===== src/rtl/ram_single_port_if.sv =====
// rtl/ram_single_port_if.sv - bus bundle between a RAM client and ram_single_port
interface ram_single_port_if #(
  parameter int DATA_WIDTH = 8,
  parameter int ADDR_WIDTH = 8
);

  logic [ADDR_WIDTH-1:0] address;
  logic [DATA_WIDTH-1:0] data_in;
  logic                  wr;
  logic [DATA_WIDTH-1:0] data_out;

  // Client side: drives address, data and the read/write select
  modport master (
    output address,
    output data_in,
    output wr,
    input  data_out
  );

  // RAM side: consumes the request, returns registered read data
  modport slave (
    input  address,
    input  data_in,
    input  wr,
    output data_out
  );

endinterface


===== src/rtl/ram_single_port.sv =====
// rtl/ram_single_port.sv - 256x8 single-port synchronous RAM, write-through, sync clear
module ram_single_port #(
  parameter int DATA_WIDTH = 8,
  parameter int ADDR_WIDTH = 8
) (
  input  logic                  clk,
  input  logic                  rst,
  ram_single_port_if.slave      bus
);

  localparam int DEPTH = 2 ** ADDR_WIDTH;

  logic [DATA_WIDTH-1:0] mem_q [DEPTH];

  logic                  we_d;
  logic [ADDR_WIDTH-1:0] waddr_d;
  logic [DATA_WIDTH-1:0] wdata_d;
  logic [DATA_WIDTH-1:0] data_out_d;
  logic [DATA_WIDTH-1:0] data_out_q;

  // Decode the cycle: a write stores data_in and echoes it, a read fetches the addressed word
  always_comb begin
    we_d       = bus.wr;
    waddr_d    = bus.address;
    wdata_d    = bus.data_in;
    data_out_d = mem_q[bus.address];
    if (bus.wr) begin
      data_out_d = bus.data_in;
    end
  end

  // Storage array: reset wipes every word and takes priority over a same-cycle write
  always_ff @(posedge clk) begin
    if (rst) begin
      for (int i = 0; i < DEPTH; i++) begin
        mem_q[i] <= '0;
      end
    end else if (we_d) begin
      mem_q[waddr_d] <= wdata_d;
    end
  end

  // Output register: holds between edges, cleared by reset
  always_ff @(posedge clk) begin
    if (rst) begin
      data_out_q <= '0;
    end else begin
      data_out_q <= data_out_d;
    end
  end

  assign bus.data_out = data_out_q;

endmodule


===== src/flat_wrapper.sv =====
// flat-port wrapper written by rule: the top's interface ports become plain ports
module ram_single_port_flat 
#(
  parameter int DATA_WIDTH = 8,
  parameter int ADDR_WIDTH = 8
)
  (clk, rst, bus_address, bus_data_in, bus_wr, bus_data_out);
  ram_single_port_if #(.DATA_WIDTH(DATA_WIDTH), .ADDR_WIDTH(ADDR_WIDTH)) bus_i ();
  input  logic clk;
  input  logic rst;
  input wire logic [$bits(bus_i.address)-1:0] bus_address;
  input wire logic [$bits(bus_i.data_in)-1:0] bus_data_in;
  input wire logic [$bits(bus_i.wr)-1:0] bus_wr;
  output wire logic [$bits(bus_i.data_out)-1:0] bus_data_out;
  assign bus_i.address = bus_address;
  assign bus_i.data_in = bus_data_in;
  assign bus_i.wr = bus_wr;
  assign bus_data_out = bus_i.data_out;
  ram_single_port #(.DATA_WIDTH(DATA_WIDTH), .ADDR_WIDTH(ADDR_WIDTH)) u_core (.clk(clk), .rst(rst), .bus(bus_i));
endmodule

===== config.mk =====
export PLATFORM = sky130hd
export DESIGN_NAME = ram_single_port_flat
export DESIGN_NICKNAME = d
export VERILOG_FILES = /design/src/rtl/ram_single_port_if.sv /design/src/rtl/ram_single_port.sv /design/src/flat_wrapper.sv
export SDC_FILE = /design/constraint.sdc
export NUM_CORES = 2
export LEC_CHECK = 0
export CAP_MARGIN = 15
export CORE_ASPECT_RATIO = 0.7
export CORE_MARGIN = 5
export CORE_UTILIZATION = 35
export CTS_BUF_LIST = sky130_fd_sc_hd__clkbuf_16
export DETAILED_ROUTE_END_ITERATION = 8
export PLACE_DENSITY_LB_ADDON = 0.25
export RECOVER_POWER = 50
export SYNTH_ARGS = -nofsm -noshare
export SYNTH_HDL_FRONTEND = slang
export SYNTH_SLANG_ARGS = --single-unit

===== constraint.sdc =====
create_clock -name clk -period 8.9 [get_ports clk]
set_clock_uncertainty 0.2 [all_clocks]
set_input_delay 1.335 -clock clk [delete_from_list [all_inputs] [get_ports clk]]
set_output_delay 1.335 -clock clk [all_outputs]
set_load 0.02 [all_outputs]

==> results.json <==
{
  "status": "finished with violations",
  "failed_checks": "capacitance limit, slew limit",
  "relSlewSlack": -1.759,
  "syn_nets": 6421,
  "die_w_um": 631.2,
  "max_freq_mhz": 145.2,
  "vias": 59920,
  "reg2reg_from": "u_core.mem_q[90][6]",
  "synth_enable_flop_cells": 2048,
  "drcViolationCount": 0,
  "wl_per_cell_um": 31.77,
  "cts_tree": "yes",
  "crit_path_end_kind": "flop",
  "antenna_found_initial": 20,
  "port_buffers": 26,
  "clock_latency_ps": 880,
  "seq_area_frac_synth": 0.6521,
  "fin_area_um2": 104600,
  "die_y_um": 444.9,
  "rsz0062_at_grt": "false",
  "p_leak_nw": 35.54,
  "hold_path.class": "flop to flop",
  "place_congestion": 0.8397,
  "hold_ws_ps": 915.7,
  "cp_max_fo": 27,
  "yosys_register_bits": 2056,
  "drt-initial-drc-count": 9269,
  "post_dp_cell_area_um2": 98700,
  "grt_use_total": 0.2165,
  "min_period_over_period": 0.7739,
  "hpwl_um": 191800,
  "postSynth.asyncResetShare": 0,
  "worst_pin_slew_ps": 4138,
  "rows": 159,
  "grt_start_max_net_pins": 149,
  "start_util": 0.3520,
  "drive_above_1_share": 0.1819,
  "grt-ovfl-total": 0,
  "ctsHoldBuffers": 0,
  "cts_num_sinks": 2056,
  "wl_um": 312800,
  "cp.required_ps": 9300,
  "crit_path_start_kind": "input port",
  "layout_min_cycle_time_ps": 6887,
  "core_area_um2": 268600,
  "drt-pass1-iter-count": 5,
  "synth_area_um2": 94550,
  "p_total_mw": 21.53,
  "avgSynthCellArea_um2": 14.77,
  "viasPerCell": 6.085,
  "hold_viol": 0,
  "fin_nets": 6161,
  "syn_inst": 6402,
  "final.setup.tns_ps": 0,
  "cts_resized": 0,
  "ir_worst_vdd_v": 0.0001695,
  "register_area_um2": 61660,
  "ys_types": 57,
  "areaGrowthSynthToFinish_pct": 10.61,
  "grt_pass1_vias": 56790,
  "cts_setup_buffers": 0,
  "min-delay-start": "u_core.mem_q[127][0]",
  "startpoint": "rst",
  "multi_input_area_um2": 29560,
  "yosysWarnings": 0,
  "crit_type": "input port to flop",
  "die_area_um2": 280800,
  "cellPowerDensity_nw_per_um2": 205.9,
  "grt_pass1_wl_um": 443600,
  "fillers": 24860,
  "utilization": 0.3894,
  "clockBufferDepth": 4,
  "h-tree-depth": 4,
  "ant_nets": 0,
  "finalSetupViolations": 0,
  "path_clk_slew_ps": 70,
  "cts_buffers": 202,
  "io_pins": 27,
  "synth_ff_type": "edfxtp_1",
  "cts_root_buf": "clkbuf_16",
  "cap_viol_max_count": 27,
  "drv_slew": 968,
  "worstPathArrival_ps": 7280
}
-- state kept, by name (all words and copies together) (netlist names) --
| name | count |
|---|---|
| u_core.mem_q | 2048 |
| u_core.bus.data_out | 8 |
-- cells in the mapped netlist (all sizes together), types with 6 or more instances --
cell | n | area share
nor2 | 114 | 0.0045
nor4 | 8 | 0.00053
a221oi | 10 | 0.00093
and2 | 273 | 0.018
o21ai | 248 | 0.013
mux2i | 133 | 0.014
a22oi | 40 | 0.0032
a211oi | 8 | 0.00064
buf | 128 | 0.0081
mux2 | 8 | 0.00095
inv | 8 | 0.00032
dfxtp | 8 | 0.0017
o22ai | 19 | 0.0013
or2 | 6 | 0.00040
nand2 | 119 | 0.0047
nand3 | 16 | 0.00085
nor2b | 18 | 0.0012
and3 | 839 | 0.056
clkbuf | 732 | 0.029
edfxtp | 2048 | 0.65
nand2b | 7 | 0.00046
a22o | 11 | 0.0010
mux4 | 550 | 0.13
a21oi | 23 | 0.0012
nor3 | 965 | 0.051
-- per-layer routing --
layer / vias up / GRT usage / routed length, um
met5: - / 0 / 16
met2: 3478 / 0.2928 / 128300
li1: 24560 / - / -
met1: 31430 / 0.3370 / 137200
met4: 4 / 0.05378 / 7976
met3: 451 / 0.06400 / 39250
-- kinds of logic after synthesis --
group                  count (synthesis)  share of synthesized area
AND/OR/NAND/NOR                     2374                     0.1380
flip-flops                          2056                     0.6521
buffers and inverters                868                    0.03746
multiplexers                         691                     0.1460
AO/OA/AOI/OAI                        413                    0.02636
-- layout make-up --
cell class / instances / area share
Tap cell: 3542 / 0.04238
Multi-Input combinational cell: 3478 / 0.2826
Clock inverter: 154 / 0.01006
Inverter: 8 / 0.0006461
Antenna cell: 9 / 0.0002154
Clock buffer: 203 / 0.04857
Timing Repair Buffer: 396 / 0.02590
Sequential cell: 2056 / 0.5896
-- placed cells by master (no fill, tap or decap), types with 33 or more instances in the layout --
cell	instances
and3_1	839
nor2_1	101
nand2_1	104
and2_0	172
inv_1	43
mux4_2	550
clkbuf_16	203
buf_4	201
a22oi_1	40
clkbuf_1	102
o21ai_0	241
nor3_1	961
mux2i_1	133
and2_1	100
clkinv_2	33
clkinv_1	56
buf_2	42
edfxtp_1	2048
-- power by group --
part	switching (mW)	internal [mW]	total, mW
clock network	3.84	4.53	8.37
logic	1.28	0.613	1.89
registers	0.164	11.1	11.3
-- worst paths after layout --
check / slack [ps] / cells past startpoint / end
setup / recovery: 2010 / 9 / u_core.mem_q[203][7]
hold / removal: 920 / 5 / u_core.bus.data_out[0]
setup reg to reg: 5580 / 6 / u_core.bus.data_out[6]
hold reg to reg: 920 / 5 / u_core.bus.data_out[0]
-- through the flow --
stage / std cells / worst slack (ps)
5_1_grt: 9843 / 1952
2_1_floorplan: 6402 / 4775
4_1_cts: 9791 / 3846
3_5_place_dp: 9434 / 2922
3_3_place_gp: 9380 / 2863
6_report: 9846 / 2013
-- critical path, cell delays in order --
cell and delay (ps):
dlygate4sd3_1 520, clkbuf_1 1300, inv_8 330, nand2_1 380
nor2_1 140, nand2_1 800, clkbuf_1 1360, o21ai_0 690
buf_4 350
Power figures use the tool's default switching activity.
